[src/rtl/exynos4412_sequencer_pkg.sv]
// Shared types for the Exynos4412 CPU-board power/boot sequencer: state codes,
// registered output bundle and the tick-elapsed compare used by every timed state.
package exynos4412_sequencer_pkg;

  localparam int TICK_W = 8;
  localparam int BOOT_W = 6;

  // State codes double as the LED/debug code seen by the CPLD top.
  typedef enum logic [3:0] {
    ST_OFF      = 4'd0,
    ST_PMIC_RST = 4'd1,
    ST_PWRON    = 4'd2,
    ST_WAIT_RST = 4'd3,
    ST_STRAP    = 4'd4,
    ST_HOLD     = 4'd5,
    ST_RUN      = 4'd6,
    ST_SHUTDOWN = 4'd7,
    ST_FAULT    = 4'd8
  } seq_state_t;

  typedef struct packed {
    logic pwron;
    logic pmic_reset_n;
    logic cpu_reset_n;
    logic bank_en;
    logic strap;
  } seq_out_t;

  function automatic seq_out_t state_outputs(input seq_state_t s);
    seq_out_t o;
    o = '0;
    case (s)
      ST_PWRON:    begin o.pwron = 1'b1; o.pmic_reset_n = 1'b1; end
      ST_WAIT_RST: o.pmic_reset_n = 1'b1;
      ST_STRAP:    begin o.pmic_reset_n = 1'b1; o.bank_en = 1'b1; o.strap = 1'b1; end
      ST_HOLD:     begin o.pmic_reset_n = 1'b1; o.cpu_reset_n = 1'b1; o.bank_en = 1'b1; o.strap = 1'b1; end
      ST_RUN:      begin o.pmic_reset_n = 1'b1; o.cpu_reset_n = 1'b1; o.bank_en = 1'b1; end
      default:     o = '0;
    endcase
    return o;
  endfunction

  // States in which the board is powered and losing enable forces an orderly shutdown.
  function automatic logic in_power_path(input seq_state_t s);
    return (s >= ST_PMIC_RST) && (s <= ST_RUN);
  endfunction

  // True on the last cycle of an n-tick interval (n in 1..255).
  function automatic logic tick_elapsed(input logic tick, input logic [TICK_W-1:0] count,
                                        input int unsigned n);
    return tick && (count == TICK_W'(n - 1));
  endfunction

endpackage

[src/rtl/exynos4412_sequencer_if.sv]
// Board-side signal bundle of the CPU sequencer: async status inputs from the
// CPU/PMIC side and the registered control outputs back to them.
interface exynos4412_sequencer_if;
  import exynos4412_sequencer_pkg::*;

  logic              enable;
  logic              cpu_resetout;
  logic              wreset_req;
  logic              cpu_pmic_pwron;
  logic              cpu_pmic_reset_INV;
  logic              cpu_reset_INV;
  logic              cpu_wreset_INV;
  logic              cpu_bank_en;
  logic [BOOT_W-1:0] bootmode_drv_low;
  logic [3:0]        state;

  modport master (
    input  enable, cpu_resetout, wreset_req,
    output cpu_pmic_pwron, cpu_pmic_reset_INV, cpu_reset_INV, cpu_wreset_INV,
           cpu_bank_en, bootmode_drv_low, state
  );

  modport slave (
    output enable, cpu_resetout, wreset_req,
    input  cpu_pmic_pwron, cpu_pmic_reset_INV, cpu_reset_INV, cpu_wreset_INV,
           cpu_bank_en, bootmode_drv_low, state
  );

endinterface

[src/rtl/exynos4412_sequencer_tick_timer.sv]
// Prescaled tick timer: a down-counting prescaler pulses tick every TICK_DIV cycles
// and a saturating tick count follows; clear restarts both so N ticks = N*TICK_DIV cycles.
module exynos4412_sequencer_tick_timer #(
  parameter int unsigned TICK_DIV = 8192,
  parameter int unsigned WIDTH    = 8
) (
  input  logic             sysclk,
  input  logic             reset,
  input  logic             clear,
  output logic             tick,
  output logic [WIDTH-1:0] count
);

  localparam int unsigned PRE_W = (TICK_DIV > 1) ? $clog2(TICK_DIV) : 1;
  localparam logic [PRE_W-1:0] PRE_LOAD = PRE_W'(TICK_DIV - 1);

  logic [PRE_W-1:0] presc;

  assign tick = (presc == '0);

  always_ff @(posedge sysclk) begin
    if (reset || clear) begin
      presc <= PRE_LOAD;
      count <= '0;
    end else if (tick) begin
      presc <= PRE_LOAD;
      if (count != '1) count <= count + 1'b1;
    end else begin
      presc <= presc - 1'b1;
    end
  end

endmodule

[src/rtl/exynos4412_sequencer.sv]
// Exynos4412 CPU-board power/boot sequencer: PMIC reset/PWRON pulses, bootmode
// strapping around cold-reset release, warm reset, watchdog re-strap and shutdown.
//
//   state        | meaning
//   OFF      (0) | board unpowered, waiting for enable
//   PMIC_RST (1) | PMIC held in reset
//   PWRON    (2) | PWRON pulse to PMIC
//   WAIT_RST (3) | waiting for CPU RESETOUT, timeout -> FAULT
//   STRAP    (4) | bootmode driven, CPU still in reset
//   HOLD     (5) | CPU released, bootmode still held
//   RUN      (6) | normal operation, warm reset allowed
//   SHUTDOWN (7) | minimum off time before OFF
//   FAULT    (8) | boot timeout, parked until enable drops
module exynos4412_sequencer
  import exynos4412_sequencer_pkg::*;
#(
  parameter int unsigned       TICK_DIV       = 8192,
  parameter int unsigned       PMIC_RST_TICKS = 4,
  parameter int unsigned       PWRON_TICKS    = 250,
  parameter int unsigned       BOOT_TMO_TICKS = 255,
  parameter int unsigned       STRAP_TICKS    = 2,
  parameter int unsigned       HOLD_TICKS     = 2,
  parameter int unsigned       WRESET_TICKS   = 2,
  parameter int unsigned       OFF_TICKS      = 50,
  parameter logic [BOOT_W-1:0] BOOTMODE       = 6'b000101
) (
  input logic                     sysclk,
  input logic                     reset,
  exynos4412_sequencer_if.master  io
);

  logic en_s1, en_s2, ro_s1, ro_s2, wr_s1, wr_s2, wr_s3;
  logic wr_edge;

  seq_state_t state_q, state_nxt;
  seq_out_t   out_q, out_nxt;

  logic              st_clear, st_tick;
  logic [TICK_W-1:0] st_count;
  logic              wr_active, wr_active_nxt, wr_clear, wr_tick;
  logic [TICK_W-1:0] wr_count;

  always_ff @(posedge sysclk) begin
    if (reset) begin
      {en_s1, en_s2, ro_s1, ro_s2, wr_s1, wr_s2, wr_s3} <= '0;
    end else begin
      en_s1 <= io.enable;
      en_s2 <= en_s1;
      ro_s1 <= io.cpu_resetout;
      ro_s2 <= ro_s1;
      wr_s1 <= io.wreset_req;
      wr_s2 <= wr_s1;
      wr_s3 <= wr_s2;
    end
  end

  assign wr_edge = wr_s2 & ~wr_s3;

  // Timers restart on every state entry; the warm-reset timer idles cleared.
  assign st_clear = (state_nxt != state_q);
  assign wr_clear = ~wr_active;

  exynos4412_sequencer_tick_timer #(.TICK_DIV(TICK_DIV), .WIDTH(TICK_W)) u_state_timer (
    .sysclk (sysclk),
    .reset  (reset),
    .clear  (st_clear),
    .tick   (st_tick),
    .count  (st_count)
  );

  exynos4412_sequencer_tick_timer #(.TICK_DIV(TICK_DIV), .WIDTH(TICK_W)) u_wreset_timer (
    .sysclk (sysclk),
    .reset  (reset),
    .clear  (wr_clear),
    .tick   (wr_tick),
    .count  (wr_count)
  );

  always_ff @(posedge sysclk) begin
    if (reset) begin
      state_q   <= ST_OFF;
      out_q     <= state_outputs(ST_OFF);
      wr_active <= 1'b0;
    end else begin
      state_q   <= state_nxt;
      out_q     <= out_nxt;
      wr_active <= wr_active_nxt;
    end
  end

  always_comb begin
    state_nxt = state_q;
    case (state_q)
      ST_OFF:      if (en_s2) state_nxt = ST_PMIC_RST;
      ST_PMIC_RST: if (tick_elapsed(st_tick, st_count, PMIC_RST_TICKS)) state_nxt = ST_PWRON;
      ST_PWRON:    if (tick_elapsed(st_tick, st_count, PWRON_TICKS)) state_nxt = ST_WAIT_RST;
      ST_WAIT_RST: begin
        if (ro_s2) state_nxt = ST_STRAP;
        else if (tick_elapsed(st_tick, st_count, BOOT_TMO_TICKS)) state_nxt = ST_FAULT;
      end
      ST_STRAP:    if (tick_elapsed(st_tick, st_count, STRAP_TICKS)) state_nxt = ST_HOLD;
      ST_HOLD:     if (tick_elapsed(st_tick, st_count, HOLD_TICKS)) state_nxt = ST_RUN;
      ST_RUN:      if (!ro_s2) state_nxt = ST_STRAP;
      ST_SHUTDOWN: if (tick_elapsed(st_tick, st_count, OFF_TICKS)) state_nxt = ST_OFF;
      ST_FAULT:    if (!en_s2) state_nxt = ST_OFF;
      default:     state_nxt = ST_SHUTDOWN;
    endcase
    if (in_power_path(state_q) && !en_s2) state_nxt = ST_SHUTDOWN;
  end

  // Outputs decode the next state so they land on the same edge as the state register.
  always_comb begin
    out_nxt       = state_outputs(state_nxt);
    wr_active_nxt = wr_active;
    if (state_nxt != ST_RUN) begin
      wr_active_nxt = 1'b0;
    end else if (wr_active) begin
      if (tick_elapsed(wr_tick, wr_count, WRESET_TICKS)) wr_active_nxt = 1'b0;
    end else if ((state_q == ST_RUN) && wr_edge) begin
      wr_active_nxt = 1'b1;
    end
  end

  assign io.cpu_pmic_pwron     = out_q.pwron;
  assign io.cpu_pmic_reset_INV = out_q.pmic_reset_n;
  assign io.cpu_reset_INV      = out_q.cpu_reset_n;
  assign io.cpu_bank_en        = out_q.bank_en;
  assign io.cpu_wreset_INV     = ~wr_active;
  assign io.bootmode_drv_low   = out_q.strap ? ~BOOTMODE : '0;
  assign io.state              = state_q;

endmodule

[src/flat_wrapper.sv]
// flat-port wrapper written by rule: the top's interface ports become plain ports
module exynos4412_sequencer_flat import exynos4412_sequencer_pkg::*;
#(
  parameter int unsigned       TICK_DIV       = 8192,
  parameter int unsigned       PMIC_RST_TICKS = 4,
  parameter int unsigned       PWRON_TICKS    = 250,
  parameter int unsigned       BOOT_TMO_TICKS = 255,
  parameter int unsigned       STRAP_TICKS    = 2,
  parameter int unsigned       HOLD_TICKS     = 2,
  parameter int unsigned       WRESET_TICKS   = 2,
  parameter int unsigned       OFF_TICKS      = 50,
  parameter logic [BOOT_W-1:0] BOOTMODE       = 6'b000101
)
  (sysclk, reset, io_enable, io_cpu_resetout, io_wreset_req, io_cpu_pmic_pwron, io_cpu_pmic_reset_INV, io_cpu_reset_INV, io_cpu_wreset_INV, io_cpu_bank_en, io_bootmode_drv_low, io_state);
  exynos4412_sequencer_if io_i ();
  input logic sysclk;
  input logic reset;
  input wire logic [$bits(io_i.enable)-1:0] io_enable;
  input wire logic [$bits(io_i.cpu_resetout)-1:0] io_cpu_resetout;
  input wire logic [$bits(io_i.wreset_req)-1:0] io_wreset_req;
  output wire logic [$bits(io_i.cpu_pmic_pwron)-1:0] io_cpu_pmic_pwron;
  output wire logic [$bits(io_i.cpu_pmic_reset_INV)-1:0] io_cpu_pmic_reset_INV;
  output wire logic [$bits(io_i.cpu_reset_INV)-1:0] io_cpu_reset_INV;
  output wire logic [$bits(io_i.cpu_wreset_INV)-1:0] io_cpu_wreset_INV;
  output wire logic [$bits(io_i.cpu_bank_en)-1:0] io_cpu_bank_en;
  output wire logic [$bits(io_i.bootmode_drv_low)-1:0] io_bootmode_drv_low;
  output wire logic [$bits(io_i.state)-1:0] io_state;
  assign io_i.enable = io_enable;
  assign io_i.cpu_resetout = io_cpu_resetout;
  assign io_i.wreset_req = io_wreset_req;
  assign io_cpu_pmic_pwron = io_i.cpu_pmic_pwron;
  assign io_cpu_pmic_reset_INV = io_i.cpu_pmic_reset_INV;
  assign io_cpu_reset_INV = io_i.cpu_reset_INV;
  assign io_cpu_wreset_INV = io_i.cpu_wreset_INV;
  assign io_cpu_bank_en = io_i.cpu_bank_en;
  assign io_bootmode_drv_low = io_i.bootmode_drv_low;
  assign io_state = io_i.state;
  exynos4412_sequencer #(.TICK_DIV(TICK_DIV), .PMIC_RST_TICKS(PMIC_RST_TICKS), .PWRON_TICKS(PWRON_TICKS), .BOOT_TMO_TICKS(BOOT_TMO_TICKS), .STRAP_TICKS(STRAP_TICKS), .HOLD_TICKS(HOLD_TICKS), .WRESET_TICKS(WRESET_TICKS), .OFF_TICKS(OFF_TICKS), .BOOTMODE(BOOTMODE)) u_core (.sysclk(sysclk), .reset(reset), .io(io_i));
endmodule
[config.mk]
export PLATFORM = sky130hd
export DESIGN_NAME = exynos4412_sequencer_flat
export DESIGN_NICKNAME = d
export VERILOG_FILES = /design/src/rtl/exynos4412_sequencer_pkg.sv /design/src/rtl/exynos4412_sequencer_if.sv /design/src/rtl/exynos4412_sequencer_tick_timer.sv /design/src/rtl/exynos4412_sequencer.sv /design/src/flat_wrapper.sv
export SDC_FILE = /design/constraint.sdc
export NUM_CORES = 1
export LEC_CHECK = 0
export CAP_MARGIN = 20
export CORE_ASPECT_RATIO = 1.2
export CORE_UTILIZATION = 50
export DETAILED_ROUTE_END_ITERATION = 10
export PLACE_DENSITY = 0.77
export SYNTH_ARGS = -nofsm -noshare
export SYNTH_HDL_FRONTEND = slang
export SYNTH_SLANG_ARGS = --single-unit
[constraint.sdc]
create_clock -name sysclk -period 2.9 [get_ports sysclk]
set_input_delay 0.58 -clock sysclk [delete_from_list [all_inputs] [get_ports sysclk]]
set_output_delay 0.58 -clock sysclk [all_outputs]
set_load 0.05 [all_outputs]
==> results of run 1 <==
[registers in the layout (all words and copies together) (netlist names), 4 cells and up]
name / cells
u_core.u_state_timer.presc: 13
u_core.u_wreset_timer.presc: 13
u_core.u_state_timer.count: 8
u_core.u_wreset_timer.count: 8
u_core.io.state: 4
[per-stage QoR]
| stage | power (W) | hold slack, ns | utilization [%] | cell area [um^2] |
|---|---|---|---|---|
| after floorplan | 0.00111 | 0.372 | - | 3030 |
| after global placement | 0.00118 | 0.385 | 56.1 | 3220 |
| after detailed placement | 0.00118 | 0.398 | 56.1 | 3220 |
| after CTS | 0.00193 | 0.416 | 59.6 | 3420 |
| after global routing | 0.00200 | 0.428 | 59.6 | 3420 |
| final | 0.00192 | 0.418 | 59.6 | 3420 |
[worst register-to-register path, delay by kind of cell (launching register included)]
family | cells | cell delay (ns)
simple gates | 3 | 0.76
compound gates | 2 | 0.65
flops | 1 | 0.44
fa+ha+maj | 1 | 0.33
buf+inv | 1 | 0.29
mux | 1 | 0.13
[cell type report]
class,count,share of cell area [%]
Timing Repair Buffer,22,6.07
Clock inverter,6,1.86
Tap cell,80,2.93
Clock buffer,10,4.02
Multi-Input combinational cell,254,48.8
Sequential cell,59,34.5
Inverter,16,1.76
[how the worst min path moves through the flow]
stage,start,to,slack [ns],depth (start not counted)
3_5_place_dp,u_core.u_wreset_timer.presc[0]$_SDFF_PP1_,u_core.u_wreset_timer.presc[0]$_SDFF_PP1_,0.40,1
6_report,u_core.u_wreset_timer.presc[0]$_SDFF_PP1_,u_core.u_wreset_timer.presc[0]$_SDFF_PP1_,0.42,1
2_1_floorplan,u_core.u_wreset_timer.presc[0]$_SDFF_PP1_,u_core.u_wreset_timer.presc[0]$_SDFF_PP1_,0.37,1
5_1_grt,u_core.u_wreset_timer.presc[0]$_SDFF_PP1_,u_core.u_wreset_timer.presc[0]$_SDFF_PP1_,0.43,1
3_3_place_gp,u_core.u_wreset_timer.presc[0]$_SDFF_PP1_,u_core.u_wreset_timer.presc[0]$_SDFF_PP1_,0.38,1
4_1_cts,u_core.u_wreset_timer.presc[0]$_SDFF_PP1_,u_core.u_wreset_timer.presc[0]$_SDFF_PP1_,0.42,1
[cell usage after synthesis (4+ instances only)]
master and count:
dfxtp_1 59, nand2_1 35, nor2_1 31, nand4_1 17, inv_1 16, xnor2_1 16, xor2_1 15, nand3_1 13
and4_1 10, nor3_1 10, a21oi_1 9, clkbuf_1 9, nor2b_1 8, ha_1 7, nand2b_1 7, o21ai_0 7
and3_1 6, buf_2 6, nor4_1 6, buf_4 5, and2_1 4, o21a_1 4, or3_1 4
[cell usage in the layout (no fill, tap or decap), types with 7 or more instances in the layout]
cell / netlist / routed
a21oi_1: 9 / 9
nor2b_1: 8 / 8
xor2_1: 15 / 15
nand2_1: 35 / 35
ha_1: 7 / 7
nor3_1: 10 / 10
nand2b_1: 7 / 7
and4_1: 10 / 10
inv_1: 16 / 16
clkbuf_8: 0 / 10
o21ai_0: 7 / 7
xnor2_1: 16 / 16
nand3_1: 13 / 13
nor2_1: 31 / 31
dfxtp_1: 59 / 59
clkdlybuf4s50_1: 0 / 17
nand4_1: 17 / 17
[power by group]
part,switching (W),internal (W),leakage [nW]
clock,0.000330,0.000419,0.0987
sequential,0.0000278,0.000834,0.480
combinational,0.000205,0.000105,0.659
[cells by family after synthesis]
family | share of synthesized area [%]
simple gates | 33.8
compound gates | 8.69
flops | 39.0
fa+ha+maj | 2.89
mux | 0.662
xor+xnor | 8.97
other cells | 0.124
buf+inv | 5.83
[routing by layer]
layer | GRT usage, % | vias to the layer above | part of all wire [%]
met3 | 5.90 | 14 | 3.6
met1 | 25.5 | 1147 | 47
met4 | 10.5 | 0 | 2.4
li1 | - | 1256 | -
met5 | 0 | - | 0
met2 | 32.6 | 43 | 47
==> impl_metrics.py, run 1 <==
metrics = {
    "run_status": {
        "status": "completed",
    },
    "clocking": {
        "holdBufCountCts": 0,
        "cts.sinks": 59,
        "clkTransAtPathRegs_ns": 0.07,
        "clk_latency_ns": 0.34,
        "postCtsSetupRepairBufs": 0,
        "htree_levels": 3,
        "root_buffer": "clkbuf_8",
        "numCtsBuffers": 9,
        "cts_tree": "yes",
        "clockBufferDepth": 2,
        "cts_resized": 0,
    },
    "detailed_routing": {
        "via_per_inst": 5.50,
        "first_pass_iters": 4,
        "drtIter0Drc": 129,
        "wire_per_inst_um": 13.2,
        "via_count": 2460,
        "detail-route-antenna-nets": 0,
        "remaining_drc_errors": 0,
        "wirelength_mm": 5.88,
    },
    "logic_synthesis": {
        "netlist_instances": 350,
        "synth-seq-cells": 59,
        "synth_edf_count": 0,
        "syn-cell-area_um2": 3030,
        "ys_seq_area_share_pct": 39.0,
        "synth_top_area_share_pct": 39.0,
        "synth_area_leader_cell": "dfxtp_1",
        "syn_avg_cell_area_um2": 8.64,
        "synthDistinctLibCells": 57,
        "yosysWarnings": 0,
        "synthArstFlopShare_pct": 0,
        "yosys_most_used_dff": "dfxtp_1",
        "synth.area.top_cells": "dfxtp_1 (39%), xnor2_1 (4.6%), nand2_1 (4.3%)",
    },
    "placement": {
        "place_ws_ns": 0.325,
        "gp_congestion": 0.887,
        "dp_cells": 431,
        "hpwl_mm": 4.18,
        "io_buffers": 17,
    },
    "sta": {
        "setup_violations": 0,
        "rsz0062_at_grt": "false",
        "setup_tns_ns": 0,
        "finalWorstSetupSlack_ns": 0.251,
        "period_needed_ns": 2.65,
        "max_slew_margin_pct": 63.4,
        "finalHoldViolCount": 0,
        "final_max_slew_viol_count": 0,
        "worst_clock_skew_ns": 0.00572,
        "tightest_slew_ns": 0.547,
        "timing.fmax_mhz": 378,
        "period_share_pct": 91.3,
    },
    "power_and_ir_drop": {
        "power.density_nw_per_um2": 561,
        "p_leak_nw": 1.24,
        "ir_drop_mv": 0.478,
    },
    "layout": {
        "diodes": 0,
        "regArea_um2": 1180,
        "fin_nets": 374,
        "area_delta_synth_final_pct": 13.1,
        "fill_cells": 482,
        "drive_gt1_share_pct": 8.72,
        "multi_input_area_um2": 1670,
        "final_cell_count_no_fill": 447,
    },
    "worst_setup_path": {
        "crit_start": "u_core.u_state_timer.count[0]$_SDFFE_PP0P_",
        "crit_path_max_incr_delay_ns": 0.44,
        "crit_slowest_cell": "dfxtp_1",
        "cp-end-kind": "flop",
        "worstSetupPathType": "flop to flop",
        "cp.arrival_ns": 2.93,
        "path_cells": "ha_1 -> mux2i_1 -> or3_1 -> o31a_1 -> and2_0 -> a222oi_1 -> buf_4 -> and4_1",
        "crit_required_ns": 3.18,
        "timing.rr.start": "u_core.u_state_timer.count[0]$_SDFFE_PP0P_",
        "path_delay_family": "simple AND/OR/NAND/NOR gates",
        "crit_buf_inv": 1,
        "ff2ff_path_depth": 8,
        "cp-endpoint": "u_core.u_state_timer.count[2]$_SDFFE_PP0P_",
        "crit_path_start_kind": "flop",
        "crit_path_max_fanout": 21,
        "reg2reg_slack_ns": 0.25,
        "cp_num_cells": 8,
        "r2r_end": "u_core.u_state_timer.count[2]$_SDFFE_PP0P_",
    },
    "floorplanning": {
        "pin_count": 20,
        "start_util_pct": 52.7,
        "dieArea_um2": 6370,
        "die_w_um": 73.0,
        "die_h_um": 87.2,
        "core_area_um2": 5740,
        "core.rowCount": 30,
    },
    "run": {
        "drv_cap": 0,
    },
    "grt": {
        "grt_overflow": 0,
        "grt_pass1_wl_mm": 10.1,
        "first_global_vias": 2283,
        "grt_max_degree": 22,
        "antenna_found_initial": 0,
        "grtUsageTotal_pct": 20.6,
    },
    "min_path": {
        "worstHoldPathType": "flop to flop",
    },
}
No activity file was read; power rests on OpenSTA's default activity.
==> inputs of run 2 (changes only) <==
Settings changed: DONT_BUFFER_PORTS set to 1, GPL_TIMING_DRIVEN set to 0, PLACE_DENSITY 0.77 to 0.73, RECOVER_POWER set to 100.
==> run 2 against run 1 <==
  * Worst setup slack got worse by 0.066 ns
  * Die area stayed put
  * Final cell count up 0.22%
  * First-iteration DRC count decreased by 26%
  * Flip-flop and latch count unchanged
  * Hold slack lost 0.038 ns
  * Combinational power is 25% lower
  * Sequential power up 5.9%
  * Routed wire length up 1.8%
  * Maximum frequency decreased by 2.4%
  * Clock power fell by 12%
  * Critical path type unchanged
  * Largest power group unchanged
==> impl_metrics.py, run 2 (same netlist as run 1, synthesis figures left out) <==
metrics = {
    "run_status": {
        "status": "completed",
    },
    "sta": {
        "setup_tns_ns": 0,
        "final_max_slew_viol_count": 0,
        "setup_violations": 0,
        "max_slew_margin_pct": 60.4,
        "tightest_slew_ns": 0.592,
        "finalHoldViolCount": 0,
        "rsz0062_at_grt": "false",
        "worst_clock_skew_ns": 0.00568,
        "period_needed_ns": 2.71,
        "timing.fmax_mhz": 368,
        "period_share_pct": 93.6,
        "fin_hold_ws_ns": 0.379,
    },
    "detailed_routing": {
        "via_per_inst": 5.43,
        "met1Wirelength_mm": 2.85,
        "wire_per_inst_um": 13.4,
        "first_pass_iters": 4,
        "topRoutingLayerUsed": "met4",
        "drtIter0Drc": 95,
        "wirelength_mm": 5.99,
        "wl_met3_um": 212,
        "via_count": 2433,
        "wl_met2_mm": 2.79,
        "remaining_drc_errors": 0,
        "detail-route-antenna-nets": 0,
    },
    "worst_setup_path": {
        "ff2ff_path_depth": 11,
        "crit_path_start_kind": "flop",
        "crit_path_max_fanout": 10,
        "cp-end-kind": "flop",
        "reg2reg_slack_ns": 0.19,
        "cp.arrival_ns": 3.00,
        "r2r_end": "u_core.u_state_timer.count[7]$_SDFFE_PP0P_",
        "worstSetupPathType": "flop to flop",
        "timing.rr.start": "u_core.u_state_timer.presc[0]$_SDFF_PP1_",
        "crit_required_ns": 3.18,
    },
    "min_path": {
        "worstHoldPathType": "input port to flop",
        "hold_start": "io_cpu_resetout",
        "whs_path_depth": 1,
        "hold_end": "u_core.ro_s1$_SDFF_PP0_",
    },
    "floorplanning": {
        "die_w_um": 73.0,
        "die_h_um": 87.2,
        "pin_count": 20,
        "core_area_um2": 5740,
        "core.rowCount": 30,
        "dieArea_um2": 6370,
        "start_util_pct": 52.7,
    },
    "run": {
        "drv_cap": 0,
    },
    "grt": {
        "grtUsageTotal_pct": 21.0,
        "antenna_found_initial": 0,
        "grt_max_degree": 11,
        "grt_overflow": 0,
        "first_global_vias": 2234,
        "grt_pass1_wl_mm": 10.1,
    },
    "clocking": {
        "holdBufCountCts": 0,
        "cts.sinks": 59,
        "clockBufferDepth": 2,
        "htree_levels": 3,
        "cts_tree": "yes",
        "root_buffer": "clkbuf_8",
        "clkTransAtPathRegs_ns": 0.06,
        "clk_latency_ns": 0.34,
        "numCtsBuffers": 9,
    },
    "layout": {
        "final_util_pct": 56.9,
        "fin_nets": 375,
        "area_delta_synth_final_pct": 8.02,
        "final_cell_mix": "dfxtp_1 (55), nand2_1 (35), nor2_1 (31), nand4_1 (17)",
        "layout_commonest_cell": "dfxtp_1",
        "reg_top3": "u_core.u_state_timer.presc x13, u_core.u_wreset_timer.presc x13",
        "final_cell_count_no_fill": 448,
        "diodes": 0,
        "drive_gt1_share_pct": 8.97,
    },
    "placement": {
        "gp_congestion": 0.895,
        "hpwl_mm": 4.14,
        "dp_cells": 431,
        "io_buffers": 0,
    },
    "power_and_ir_drop": {
        "ir_drop_mv": 0.468,
        "p_leak_nw": 1.18,
        "power.density_nw_per_um2": 553,
    },
}
run 2: cell types whose count changed in the layout (fill, tap and decap cells not counted), sizes merged:
cell           delta
buf               +3
clkdlybuf4s50    -17
clkinvlp          -2
bufinv            -1
clkbuf           +19
inv               -1
run 2: worst max-delay path, cell delays in order (launching register included):
cell and delay [ns]:
dfxtp_1 0.33, inv_1 0.06, ha_1 0.17, nor3b_2 0.31
and4_1 0.25, clkbuf_1 0.24, a21boi_1 0.15, a211o_1 0.25
a222oi_1 0.33, buf_4 0.18, buf_2 0.18, and4_1 0.19
run 2: per-layer routing:
metal	track usage, %	up-vias
met3	5.79	12
met4	11.2	0
li1	-	1248
met5	0	-
met2	32.9	40
met1	25.9	1133
run 2: cell type report:
class | instances | area [um^2]
fill | 528 | 2470
multi-input combinational | 254 | 1640
sequential | 59 | 1190
clock buffer | 14 | 163
buffer | 22 | 100
tap | 80 | 100
inverter | 16 | 60.1
clock inverter | 2 | 10.0
timing repair buffer | 1 | 7.51
run 2: power breakdown:
part           leakage [nW]  switching (W)  internal, W  total, W
Clock                0.0905       0.000307     0.000355  0.000662
Sequential            0.481      0.0000767     0.000836  0.000913
Combinational         0.614       0.000159    0.0000735  0.000232
run 2: worst max path at each step:
stage	start	to	slack, ns	cells past startpoint
finish	u_core.u_state_timer.presc[0]$_SDFF_PP1_	u_core.u_state_timer.count[7]$_SDFFE_PP0P_	0.19	11
detailed placement	u_core.io.state[1]$_SDFF_PP0_	u_core.u_state_timer.presc[10]$_SDFF_PP1_	-0.10	8
floorplan	u_core.io.state[1]$_SDFF_PP0_	u_core.u_state_timer.presc[10]$_SDFF_PP1_	0.41	8
global route	u_core.u_state_timer.presc[0]$_SDFF_PP1_	u_core.u_state_timer.count[7]$_SDFFE_PP0P_	0.01	11
CTS	u_core.io.state[1]$_SDFF_PP0_	u_core.u_state_timer.presc[4]$_SDFF_PP1_	0.04	8
global placement	u_core.io.state[1]$_SDFF_PP0_	u_core.u_state_timer.presc[6]$_SDFF_PP1_	-0.1	8
run 2: per-stage QoR:
stage	area, um^2	setup WS (ns)	total power [W]
5_1_grt	3270	0.0134	0.00188
4_1_cts	3300	0.0392	0.00182
6_report	3270	0.185	0.00181
2_1_floorplan	3030	0.405	0.00111
3_3_place_gp	3130	-0.0986	0.00116
3_5_place_dp	3130	-0.104	0.00116
run 2: what timing repair did:
action,in CTS,in global routing
setup buffers,0,1
setup endpoints to repair,20,20
gates resized for setup,2,5
pin swaps,0,1
cloned,0,0
==> inputs of run 3 (changes only) <==
Settings changed: CTS_CLUSTER_DIAMETER set to 150, GPL_ROUTABILITY_DRIVEN set to 0, GPL_TIMING_DRIVEN 0 to not set.
==> run 3 against run 2 <==
  * The flow now finishes with violations (capacitance limit, slew limit)
  * Non-clock buffer count down 16
  * Via count fell by 3.0%
  * Total power rose by 1.2%
  * Maximum frequency is 0.19% higher
  * Clock skew fell by 0.00065 ns
  * Register-to-register slack hardly changed
  * Final cell count is 4.0% lower
  * Flip-flop and latch count stayed put
  * Die area unchanged
  * Worst setup slack improved by 0.0053 ns
  * Core utilization is 0.94 points lower
  * Highest routed layer unchanged
==> impl_metrics.py, run 3 (same netlist as run 1, synthesis figures left out) <==
metrics = {
    "grt": {
        "first_global_vias": 2171,
        "antenna_found_initial": 0,
        "grt_max_degree": 22,
        "grt_overflow": 0,
        "grtUsageTotal_pct": 20.5,
        "grt_pass1_wl_mm": 10.1,
    },
    "layout": {
        "fin_nets": 359,
        "reg_top3": "u_core.u_state_timer.presc x13, u_core.u_wreset_timer.presc x13",
        "layout_commonest_cell": "dfxtp_1",
        "fill_cells": 529,
        "final_cell_mix": "dfxtp_1 (59), nand2_1 (35), nor2_1 (31), nand4_1 (17)",
        "area_delta_synth_final_pct": 6.24,
        "drive_gt1_share_pct": 7.43,
        "diodes": 0,
    },
    "clocking": {
        "postCtsSetupRepairBufs": 0,
        "numCtsBuffers": 9,
        "cts_tree": "yes",
        "cts_resized": 0,
        "clk_latency_ns": 0.33,
        "clockBufferDepth": 2,
        "htree_levels": 3,
        "root_buffer": "clkbuf_8",
        "cts.sinks": 59,
        "clkTransAtPathRegs_ns": 0.06,
        "holdBufCountCts": 0,
    },
    "worst_setup_path": {
        "cp-end-kind": "flop",
        "crit_path_start_kind": "flop",
        "worstSetupPathType": "flop to flop",
        "reg2reg_slack_ns": 0.19,
        "crit_path_max_fanout": 21,
        "cp.arrival_ns": 2.92,
        "crit_required_ns": 3.11,
    },
    "floorplanning": {
        "core.rowCount": 30,
        "dieArea_um2": 6370,
        "start_util_pct": 52.7,
        "core_area_um2": 5740,
        "die_h_um": 87.2,
        "die_w_um": 73.0,
        "pin_count": 20,
    },
    "placement": {
        "io_buffers": 0,
        "hpwl_mm": 4.15,
    },
    "detailed_routing": {
        "via_per_inst": 5.49,
        "detail-route-antenna-nets": 0,
        "first_pass_iters": 4,
        "wirelength_mm": 5.95,
        "via_count": 2361,
        "wire_per_inst_um": 13.8,
        "remaining_drc_errors": 0,
        "drtIter0Drc": 134,
    },
    "run_status": {
        "violations": "capacitance limit, slew limit",
        "status": "finished with violations",
    },
    "sta": {
        "period_needed_ns": 2.71,
        "setup_violations": 0,
        "tightest_slew_ns": 1.86,
        "finalHoldViolCount": 0,
        "max_slew_margin_pct": -24.2,
        "final_max_slew_viol_count": 1,
        "setup_tns_ns": 0,
        "timing.fmax_mhz": 369,
        "period_share_pct": 93.4,
        "worst_clock_skew_ns": 0.00503,
        "rsz0062_at_grt": "false",
    },
    "power_and_ir_drop": {
        "power.density_nw_per_um2": 569,
        "p_total_w": 0.00183,
        "p_leak_nw": 1.15,
        "ir_drop_mv": 0.420,
    },
    "run": {
        "drv_cap": 1,
    },
    "min_path": {
        "worstHoldPathType": "input port to flop",
    },
}
-- run 3: changes by cell type in the layout (fill, tap and decap cells not counted), sizes merged --
cell	change
clkbuf	-14
buf	-3
clkinv	-2
clkinvlp	+1
-- run 3: power by group --
part,internal [W],switching (W)
sequential,0.000835,0.0000729
clock,0.000394,0.000303
combinational,0.0000657,0.000159
total,0.00129,0.000535
-- run 3: worst max-delay path, stage by stage (launching register included) --
cell and delay (ns):
dfxtp_1 0.41, clkbuf_1 0.71, or4b_1 0.23, nor4_1 0.04
a21oi_1 0.24, o21a_1 0.62, and3_1 0.25, nand3_1 0.07
-- run 3: path summary, 6_finish.rpt --
| path | end | startpoint | cells after the start |
|---|---|---|---|
| worst min-delay path | u_core.ro_s2$_SDFF_PP0_ | reset | 1 |
| worst max register to register | u_core.u_state_timer.presc[0]$_SDFF_PP1_ | u_core.io.state[0]$_SDFF_PP0_ | 7 |
| worst min register to register | u_core.u_wreset_timer.presc[0]$_SDFF_PP1_ | u_core.u_wreset_timer.presc[0]$_SDFF_PP1_ | 1 |
| worst max-delay path | u_core.u_state_timer.presc[0]$_SDFF_PP1_ | u_core.io.state[0]$_SDFF_PP0_ | 7 |
-- run 3: stage by stage --
stage	cell area (um^2)	hold slack (ns)	util [%]	worst slack, ns	cells
4_1_cts	3250	0.298	56.6	0.355	430
6_report	3210	0.311	56.0	0.191	430
2_1_floorplan	3030	0.372	-	0.405	351
3_5_place_dp	3070	0.386	53.4	0.376	416
3_3_place_gp	3070	0.384	53.4	0.388	416
5_1_grt	3210	0.291	56.0	0.0676	430
-- run 3: layout make-up --
cell class,instances,area [um^2],area share [%]
timing repair buffer,7,45.0,1.40
multi-input combinational,254,1640,51.1
clock buffer,13,179,5.57
clock inverter,1,7.51,0.234
tap,80,100,3.11
sequential,59,1180,36.7
inverter,16,60.1,1.87
-- run 3: metal layers --
| layer | vias up | share of wire (%) | global-route usage (%) |
|---|---|---|---|
| met5 | - | 0 | 0 |
| met4 | 0 | 1.4 | 8.20 |
| met3 | 7 | 4.3 | 6.60 |
| met2 | 41 | 47 | 31.3 |
| met1 | 1101 | 48 | 26.6 |
| li1 | 1212 | - | - |
